--- config.mk ---
export PLATFORM = sky130hd
export DESIGN_NAME = op_decoder_pipe
export DESIGN_NICKNAME = d
export VERILOG_FILES = /design/src/rtl/op_decoder_pipe.sv
export SDC_FILE = /design/constraint.sdc
export NUM_CORES = 1
export LEC_CHECK = 0
export CORE_AREA = 8 8 96 115
export DETAILED_ROUTE_END_ITERATION = 12
export DIE_AREA = 0 0 104 123
export GPL_ROUTABILITY_DRIVEN = 0
export RECOVER_POWER = 25
export SYNTH_ARGS = -nofsm -noshare
export SYNTH_HDL_FRONTEND = slang
export SYNTH_SLANG_ARGS = --single-unit
--- constraint.sdc ---
create_clock -name i_clk -period 4.4 [get_ports i_clk]
set_input_delay 0.88 -clock i_clk [delete_from_list [all_inputs] [get_ports i_clk]]
set_output_delay 0.88 -clock i_clk [all_outputs]
set_load 0.01 [all_outputs]
--- src/rtl/op_decoder_pipe.sv ---
// Registered instruction decoder sitting between IF and EX.
// Decodes the EX/MEM/WB control bundle, flags illegal encodings, counts them,
// and can hold off new instructions after a FENCE until data memory drains.
module op_decoder_pipe #(
    parameter int XLEN        = 32,
    parameter bit FENCE_BLOCK = 1'b1,
    parameter int CNT_W       = 8
) (
    input  logic             i_clk,
    input  logic             i_rst_n,
    input  logic             i_valid,
    output logic             o_ready,
    input  logic [31:0]      i_instr,
    input  logic [XLEN-1:0]  i_pc,
    input  logic             i_flush,
    input  logic             i_mem_idle,
    output logic             o_valid,
    input  logic             i_ready,
    output logic [XLEN-1:0]  o_pc,
    output logic             o_jump_ID,
    output logic             o_branch_ID,
    output logic             o_reg_write_ID,
    output logic             o_mem_write_ID,
    output logic             o_alu_src_ID,
    output logic             o_addr_src_ID,
    output logic             o_fence_ID,
    output logic [1:0]       o_result_src_ID,
    output logic [2:0]       o_imm_src_ID,
    output logic [2:0]       o_alu_op,
    output logic             o_illegal,
    output logic [CNT_W-1:0] o_illegal_cnt
);

    localparam logic [4:0] OP_LOAD     = 5'b00000;
    localparam logic [4:0] OP_STORE    = 5'b01000;
    localparam logic [4:0] OP_OPIMM    = 5'b00100;
    localparam logic [4:0] OP_OP       = 5'b01100;
    localparam logic [4:0] OP_BRANCH   = 5'b11000;
    localparam logic [4:0] OP_JAL      = 5'b11011;
    localparam logic [4:0] OP_JALR     = 5'b11001;
    localparam logic [4:0] OP_LUI      = 5'b01101;
    localparam logic [4:0] OP_AUIPC    = 5'b00101;
    localparam logic [4:0] OP_MISC_MEM = 5'b00011;
    localparam logic [4:0] OP_SYSTEM   = 5'b11100;

    localparam logic [2:0] ALU_LUI     = 3'b000;
    localparam logic [2:0] ALU_ARITH   = 3'b001;
    localparam logic [2:0] ALU_ADD_SUB = 3'b010;
    localparam logic [2:0] ALU_BRANCH  = 3'b011;
    localparam logic [2:0] ALU_ADD     = 3'b100;

    localparam logic [1:0] RES_ALU = 2'b00;
    localparam logic [1:0] RES_PC4 = 2'b01;
    localparam logic [1:0] RES_MEM = 2'b10;
    localparam logic [1:0] RES_PCI = 2'b11;

    localparam logic [2:0] IMM_I = 3'b000;
    localparam logic [2:0] IMM_S = 3'b001;
    localparam logic [2:0] IMM_B = 3'b010;
    localparam logic [2:0] IMM_J = 3'b011;
    localparam logic [2:0] IMM_U = 3'b100;

    typedef enum logic {
        RUN,
        FENCE_WAIT
    } state_t;

    state_t state, state_next;

    logic [4:0] op;
    logic [2:0] funct3;
    logic       funct7_5;
    logic       unused_instr_bits;

    logic       dec_jump, dec_branch, dec_reg_write, dec_mem_write;
    logic       dec_alu_src, dec_addr_src, dec_fence, dec_illegal;
    logic [1:0] dec_result_src;
    logic [2:0] dec_imm_src;
    logic [2:0] dec_alu_op;

    logic accept;
    logic take;

    assign op       = i_instr[6:2];
    assign funct3   = i_instr[14:12];
    assign funct7_5 = i_instr[30];
    assign unused_instr_bits = ^{i_instr[31], i_instr[29:15], i_instr[11:7]};

    // Ready is held low while in reset, so nothing is taken before the first edge after release.
    assign o_ready = i_rst_n && (state == RUN) && (!o_valid || i_ready);
    assign accept  = i_valid && o_ready;
    assign take    = accept && !i_flush;

    // Combinational decode of the incoming word; illegal encodings collapse to a quiet bundle.
    always_comb begin
        dec_jump       = 1'b0;
        dec_branch     = 1'b0;
        dec_reg_write  = 1'b0;
        dec_mem_write  = 1'b0;
        dec_alu_src    = 1'b0;
        dec_addr_src   = 1'b0;
        dec_fence      = 1'b0;
        dec_illegal    = 1'b0;
        dec_result_src = RES_ALU;
        dec_imm_src    = IMM_I;
        dec_alu_op     = ALU_ADD_SUB;

        if (i_instr[1:0] != 2'b11) begin
            dec_illegal = 1'b1;
        end else begin
            case (op)
                OP_LOAD: begin
                    dec_reg_write  = 1'b1;
                    dec_result_src = RES_MEM;
                    dec_alu_src    = 1'b1;
                    dec_imm_src    = IMM_I;
                    dec_alu_op     = ALU_ADD_SUB;
                end
                OP_STORE: begin
                    dec_mem_write = 1'b1;
                    dec_alu_src   = 1'b1;
                    dec_imm_src   = IMM_S;
                    dec_alu_op    = ALU_ADD_SUB;
                end
                OP_OPIMM: begin
                    dec_reg_write  = 1'b1;
                    dec_result_src = RES_ALU;
                    dec_alu_src    = 1'b1;
                    dec_imm_src    = IMM_I;
                    dec_alu_op     = ALU_ARITH;
                end
                OP_OP: begin
                    if (funct7_5 && (funct3 != 3'b000) && (funct3 != 3'b101)) begin
                        dec_illegal = 1'b1;
                    end else begin
                        dec_reg_write  = 1'b1;
                        dec_result_src = RES_ALU;
                        dec_alu_op     = (funct3 == 3'b000) ? ALU_ADD_SUB : ALU_ARITH;
                    end
                end
                OP_BRANCH: begin
                    dec_branch  = 1'b1;
                    dec_imm_src = IMM_B;
                    dec_alu_op  = ALU_BRANCH;
                end
                OP_JAL: begin
                    dec_jump       = 1'b1;
                    dec_reg_write  = 1'b1;
                    dec_result_src = RES_PC4;
                    dec_imm_src    = IMM_J;
                    dec_alu_op     = ALU_ADD;
                end
                OP_JALR: begin
                    dec_reg_write  = 1'b1;
                    dec_result_src = RES_PC4;
                    dec_alu_src    = 1'b1;
                    dec_addr_src   = 1'b1;
                    dec_imm_src    = IMM_I;
                    dec_alu_op     = ALU_ADD;
                end
                OP_LUI: begin
                    dec_reg_write  = 1'b1;
                    dec_result_src = RES_ALU;
                    dec_alu_src    = 1'b1;
                    dec_imm_src    = IMM_U;
                    dec_alu_op     = ALU_LUI;
                end
                OP_AUIPC: begin
                    dec_reg_write  = 1'b1;
                    dec_result_src = RES_PCI;
                    dec_alu_src    = 1'b1;
                    dec_imm_src    = IMM_U;
                    dec_alu_op     = ALU_ADD;
                end
                OP_MISC_MEM: begin
                    dec_fence  = 1'b1;
                    dec_alu_op = ALU_ADD_SUB;
                end
                OP_SYSTEM: begin
                    dec_reg_write = 1'b1;
                    dec_alu_src   = 1'b1;
                    dec_alu_op    = ALU_ADD_SUB;
                end
                default: dec_illegal = 1'b1;
            endcase
        end

        if (dec_illegal) begin
            dec_jump       = 1'b0;
            dec_branch     = 1'b0;
            dec_reg_write  = 1'b0;
            dec_mem_write  = 1'b0;
            dec_alu_src    = 1'b0;
            dec_addr_src   = 1'b0;
            dec_fence      = 1'b0;
            dec_result_src = RES_ALU;
            dec_imm_src    = IMM_I;
            dec_alu_op     = ALU_ADD_SUB;
        end
    end

    // FENCE drain state register.
    always_ff @(posedge i_clk or negedge i_rst_n) begin
        if (!i_rst_n) state <= RUN;
        else          state <= state_next;
    end

    // Next state: flush always returns to RUN, otherwise wait out memory after a blocking FENCE.
    always_comb begin
        state_next = state;
        if (i_flush) begin
            state_next = RUN;
        end else begin
            case (state)
                RUN:        if (take && dec_fence && FENCE_BLOCK) state_next = FENCE_WAIT;
                FENCE_WAIT: if (i_mem_idle) state_next = RUN;
                default:    state_next = RUN;
            endcase
        end
    end

    // ID/EX output register: load on accept, drop valid on handoff, hold while EX stalls.
    always_ff @(posedge i_clk or negedge i_rst_n) begin
        if (!i_rst_n) begin
            o_valid         <= 1'b0;
            o_pc            <= '0;
            o_jump_ID       <= 1'b0;
            o_branch_ID     <= 1'b0;
            o_reg_write_ID  <= 1'b0;
            o_mem_write_ID  <= 1'b0;
            o_alu_src_ID    <= 1'b0;
            o_addr_src_ID   <= 1'b0;
            o_fence_ID      <= 1'b0;
            o_result_src_ID <= 2'b00;
            o_imm_src_ID    <= 3'b000;
            o_alu_op        <= 3'b000;
            o_illegal       <= 1'b0;
        end else if (i_flush) begin
            o_valid <= 1'b0;
        end else if (take) begin
            o_valid         <= 1'b1;
            o_pc            <= i_pc;
            o_jump_ID       <= dec_jump;
            o_branch_ID     <= dec_branch;
            o_reg_write_ID  <= dec_reg_write;
            o_mem_write_ID  <= dec_mem_write;
            o_alu_src_ID    <= dec_alu_src;
            o_addr_src_ID   <= dec_addr_src;
            o_fence_ID      <= dec_fence;
            o_result_src_ID <= dec_result_src;
            o_imm_src_ID    <= dec_imm_src;
            o_alu_op        <= dec_alu_op;
            o_illegal       <= dec_illegal;
        end else if (o_valid && i_ready) begin
            o_valid <= 1'b0;
        end
    end

    // Saturating count of illegal instructions that were actually taken (flushed ones don't count).
    always_ff @(posedge i_clk or negedge i_rst_n) begin
        if (!i_rst_n) begin
            o_illegal_cnt <= '0;
        end else if (take && dec_illegal && (o_illegal_cnt != {CNT_W{1'b1}})) begin
            o_illegal_cnt <= o_illegal_cnt + CNT_W'(1);
        end
    end

endmodule

# Word level (Yosys, flattened, before mapping)
# Index checks and enable logic that the tools add are counted.
[classes]
add_sub_neg = 1
bitwise = 2
reduce_logical = 24
eq_ne = 13
muxes = 43
[op_table]
columns = ["operator", "n"]
rows = [
  ["$mux W1", 29],
  ["$eq A5 B5 Y1 const B", 4],
  ["$eq A5 B4 Y1 const B", 3],
  ["$pmux W3 S5", 1],
  ["$reduce_or A7 Y1", 2],
  ["$mux W3", 4],
  ["$pmux W3 S4", 1],
  ["$eq A5 B3 Y1 const B", 2],
  ["$logic_and A1 B1 Y1", 10],
  ["$reduce_or A10 Y1", 1],
  ["$add A8 B1 Y8 const B", 1],
  ["$mux W2", 4],
  ["$ne A8 B8 Y1 const B", 1],
  ["$pmux W1 S2", 3],
  ["$pmux W2 S3", 1],
  ["$reduce_bool A3 Y1", 2],
  ["$eq A5 B2 Y1 const B", 1],
  ["$logic_not A5 Y1", 1],
  ["$reduce_or A2 Y1", 2],
  ["$logic_not A3 Y1", 1],
  ["$ne A3 B3 Y1 const B", 1],
  ["$reduce_or A3 Y1", 1],
  ["$logic_not A1 Y1", 2],
  ["$ne A2 B2 Y1 const B", 1],
  ["other kinds (3)", 4],
]
[word_totals]
regBits = 58
input_bits = 70
out_inout_bits = 58
word_cells = 98

# Longest topological paths before layout
[logic_depth]
depth_word = 11
ltp_mapped = 8
mapped_depth_nobuf = 6

# Worst setup path after synthesis
# Ideal clock, no wire load.
[synth_timing]
kind = "input to register"
startpoint = "input i_instr[5]"
endpoint = "register o_illegal_cnt[1]"
t_arrival_ns = 2.182
stages = 6
setup_time_ns = 0.128
slack_ns = 2.091
cell_sequence = "buf_4 or3b_4 a21oi_2 a21oi_2 o21ai_4 mux2_1"
[synth_via]
elab_chain_cells = 6
[synth_rtl]
columns = ["element", "line", "text"]
rows = [
  ["from (decl)", "13", "input logic [31:0] i_instr,"],
  ["$eq A5 B3 Y1 (tied with other cells)", "111", "case (op)"],
  ["$reduce_or A10 Y1 (no source line)", "--", ""],
  ["$pmux W1 S2 (*)", "111", ""],
  ["$mux W1 (*)", "108", "if (i_instr[1:0] != 2'b11) begin"],
  ["$logic_and A1 B1 Y1 (*) (2 in series)", "263", "end else if (take && dec_illegal && (o_illegal_cnt != {CNT_W{1'b1}})) begin"],
  ["to (signal assigned)", "264", "o_illegal_cnt <= o_illegal_cnt + CNT_W'(1);"],
  ["to (decl)", "31", "output logic [CNT_W-1:0] o_illegal_cnt"],
]
# Mark *: on every way between the ends. The rest lies on a longest branch, timed or not.
# A chain may end at the register's enable or synchronous reset.

# Final worst setup path
[layout_timing]
startpoint = "input i_ready"
endpoint = "output o_ready"
[layout_via]
elab_chain_cells = 2
[layout_rtl]
columns = ["element", "line", "text"]
rows = [
  ["from (decl)", "18", "input logic i_ready,"],
  ["$logic_or A1 B1 Y1", "90", "assign o_ready = i_rst_n && (state == RUN) && (!o_valid || i_ready);"],
  ["$logic_and A1 B1 Y1", "90", ""],
  ["to (decl)", "12", "output logic o_ready,"],
]
# Every way passes these cells.

==> run_results.csv <==
group,metric,value,unit
worst_hold_path,hold_path.class,"reg -> reg",
floorplanning,num_io_pins,128,
logic_synthesis,synth.area.mux_share,0.421,%
grt,antenna_found_initial,0,
grt,grt_pass1_wl,12200,um
placed_design,dp.final_hpwl,5500,um
sta,final_min_period_over_clock_period,71.7,%
worst_hold_path,hp-start,"o_pc[26]",
logic_synthesis,netlist_instances,282,
cells_and_area,area.growth.synth_to_final,51.9,%
cells_and_area,multi_input_comb_area,0.00111,mm2
cells_and_area,filler_cell_count,911,
sta,max_slew_margin,2.61,%
cells_and_area,most-common-layout-cells,"sky130_fd_sc_hd__nand2_1, sky130_fd_sc_hd__clkdlybuf4s50_1, sky130_fd_sc_hd__dfrtp_1",
routing,via_count,2318,
routing,drt_first_iter_violations,42,
floorplanning,die-area,0.0128,mm2
sta,hold_viol_final,0,
worst_setup_path,critPathKind,"in -> out",
logic_synthesis,synth_area,0.00268,mm2
worst_setup_path,reg2reg_from,"o_valid",
clocking,number_of_buffers_inserted_for_hold_repair_after_clock_tree_synthesis,0,
clocking,cts.sinks,58,
clocking,ctsRootBufferMaster,"sky130_fd_sc_hd__clkbuf_16",
worst_setup_path,worstPathArrival,2.27,ns
routing,drt-total-wl,7460,um
power_and_ir_drop,leak_pwr,1.83,nW
clocking,clkTransAtPathRegs,0.05,ns
logic_synthesis,yosys.cell_types.count,48,
logic_synthesis,synthesized_area_divided_by_synthesized_cell_count,9.49,um2
logic_synthesis,combinational_family_with_the_most_area_after_synthesis,"simple AND/OR/NAND/NOR gates",
worst_setup_path,timing.reg2reg.worst_path_depth,6,
sta,report.final.setup_viol,0,
grt,grt-ovfl-total,0,
routing,via_per_inst,4.50,
grt,globalRoute.busiestLayer,"met2",
routing,dr_pass1_iterations,4,
sta,worst_hold_slack,0.470,ns
floorplanning,dieHeight,123,um
routing,ant_nets,0,
routing,post-route-drc-count,0,
run,drv.max_cap_violation_count,0,
logic_synthesis,synth.yosys.seq_area_share,54.2,%
cells_and_area,area.sequential,0.00145,mm2
sta,clock-skew-final,0.00475,ns
clocking,cts_inserted_buffers,9,
logic_synthesis,ys_async_sr_fraction,100,%
logic_synthesis,synthSimpleGateAreaFrac,26.6,%
grt,first_global_vias,2313,
logic_synthesis,synth_compound_area_share,10.6,%
worst_hold_path,holdPathEnd,"o_pc[26]",
clocking,cts_tree,"done",
logic_synthesis,syn-num-nets,353,
grt,grtUsageMet3,3.18,%
logic_synthesis,synth_enable_flop_cells,0,
worst_setup_path,setup.worst_path.end_class,"output pin",
placed_design,port_buffers,106,
floorplanning,core-area,0.00927,mm2
cells_and_area,antenna_cells,0,
power_and_ir_drop,vdd_drop_max,0.151,mV
cells_and_area,layout_commonest_cell,"sky130_fd_sc_hd__nand2_1",
sta,rsz0062_at_grt,"no",
clocking,clk_path_buf_depth,2,
worst_setup_path,setup.worst_path.start_class,"primary input",
run_status,run_status,"completed",
logic_synthesis,synth-adder-area-share,0.467,%
cells_and_area,layout_cells_sized_above_1,9.18,%
sta,post_route_setup_tns,0,ns
worst_setup_path,worstPathRequired,3.52,ns
cells_and_area,fin_nets,458,
logic_synthesis,synth-xor-area-share,3.27,%
clocking,cts_htree_levels,3,
routing,average_routed_wire_per_standard_cell,14.5,um
sta,worst_pin_slew,1.46,ns
worst_setup_path,cp_max_fo,4,
grt,grt_util_met2,19.7,%
grt,grt_max_degree,59,
grt,grt_use_total,11.9,%
power_and_ir_drop,power_density_cells,404,mW/mm2
logic_synthesis,ys.warnings.count,0,
floorplanning,start_util,28.9,%
clocking,worst_skew_pair.late_latency,0.32,ns
floorplanning,die_width,104,um
sta,timing.fmax,317,MHz
clocking,cts_resized,0,
sta,min_period,3.15,ns
worst_setup_path,ff2ff_setup_slack,2.55,ns
worst_setup_path,endpoint_of_the_lowest_slack_register_to_register_path,"o_pc[22]",
logic_synthesis,postSynth.topFlopCell,"sky130_fd_sc_hd__dfrtp_1",
floorplanning,num_rows,39,
logic_synthesis,synth-seq-cells,58,
worst_hold_path,hold_path_depth,2,
grt,grt.met1_usage,13.5,%
sta,report.final.slew_viol_count,0,
clocking,cts.repair_timing.setup_buffer_count,0,
==> cell type report <==
cell class	count	area share, %
timing repair buffer	109	26.4
multi-input combinational	205	27.2
tap	123	3.78
clock inverter	3	0.369
clock buffer	13	6.15
inverter	4	0.369
sequential	58	35.7
==> state kept, by name (all words and copies together), names as in the netlist, 2 cells and up <==
| signal | count |
|---|---|
| o_alu_op | 3 |
| o_illegal_cnt | 8 |
| o_imm_src_ID | 3 |
| o_pc | 32 |
| o_result_src_ID | 2 |
==> metal layers <==
layer	vias up	part of all wire (%)
met2	74	49
met1	1106	42
li1	1126	-
met5	-	0
met4	0	2.5
met3	12	6.1
==> power breakdown <==
| group | internal, mW | switching [mW] | leakage, nW |
|---|---|---|---|
| Combinational | 0.208 | 0.164 | 0.962 |
| Sequential | 0.606 | 0.0516 | 0.737 |
| Clock | 0.392 | 0.223 | 0.133 |
| Total | 1.21 | 0.439 | 1.83 |
==> through the flow <==
step           utilization (%)  cells  total power [mW]  area (um2)  setup slack, ns
2_1_floorplan                -    282             0.812        2680             2.09
3_3_place_gp              41.1    499              1.04        3810             1.25
3_5_place_dp              41.1    499              1.05        3810             1.25
4_1_cts                   43.9    515              1.68        4070             1.24
5_1_grt                   43.9    515              1.73        4070             1.19
6_report                  43.9    515              1.64        4070             1.25
==> synth_stat cells (all sizes together), types with 2 or more instances <==
cell / count / area share, %
a32o: 2 / 0.75
xnor2: 2 / 0.65
nor2: 9 / 1.8
a21oi: 7 / 1.6
xor2: 8 / 2.6
nor2b: 3 / 0.70
nand2b: 4 / 1.0
o21ai: 10 / 2.6
clkbuf: 7 / 1.4
o41ai: 2 / 1.2
dfrtp: 58 / 54
o21a: 2 / 0.56
buf: 8 / 2.5
a31oi: 2 / 0.47
nand2: 122 / 18
inv: 4 / 0.56
nor3: 6 / 1.1
o31ai: 3 / 1.0
nand3: 7 / 1.5
==> worst max-delay path, cell delays in order <==
cell and delay (ns):
sky130_fd_sc_hd__clkdlybuf4s50_1 0.45, sky130_fd_sc_hd__nand2b_1 0.11, sky130_fd_sc_hd__and3b_1 0.24, sky130_fd_sc_hd__clkdlybuf4s50_1 0.59
==> worst max path at each step <==
stage | start | to | cells past startpoint
global placement | i_ready | o_ready | 4
finish | i_ready | o_ready | 4
CTS | i_ready | o_ready | 4
detailed placement | i_ready | o_ready | 4
floorplan | i_instr[5] | o_illegal_cnt[1] | 6
global route | i_ready | o_ready | 4
==> cells by family (layout without fill, tap and decap cells) <==
| family | Yosys count | count (layout) |
|---|---|---|
| AO/OA/AOI/OAI | 33 | 33 |
| AND/OR/NAND/NOR | 160 | 160 |
| XOR/XNOR | 10 | 10 |
| buffers and inverters | 19 | 129 |
| multiplexers | 1 | 1 |
| adder cells (fa/ha/maj) | 1 | 1 |
| flip-flops | 58 | 58 |
Power figures use the tool's default switching activity.
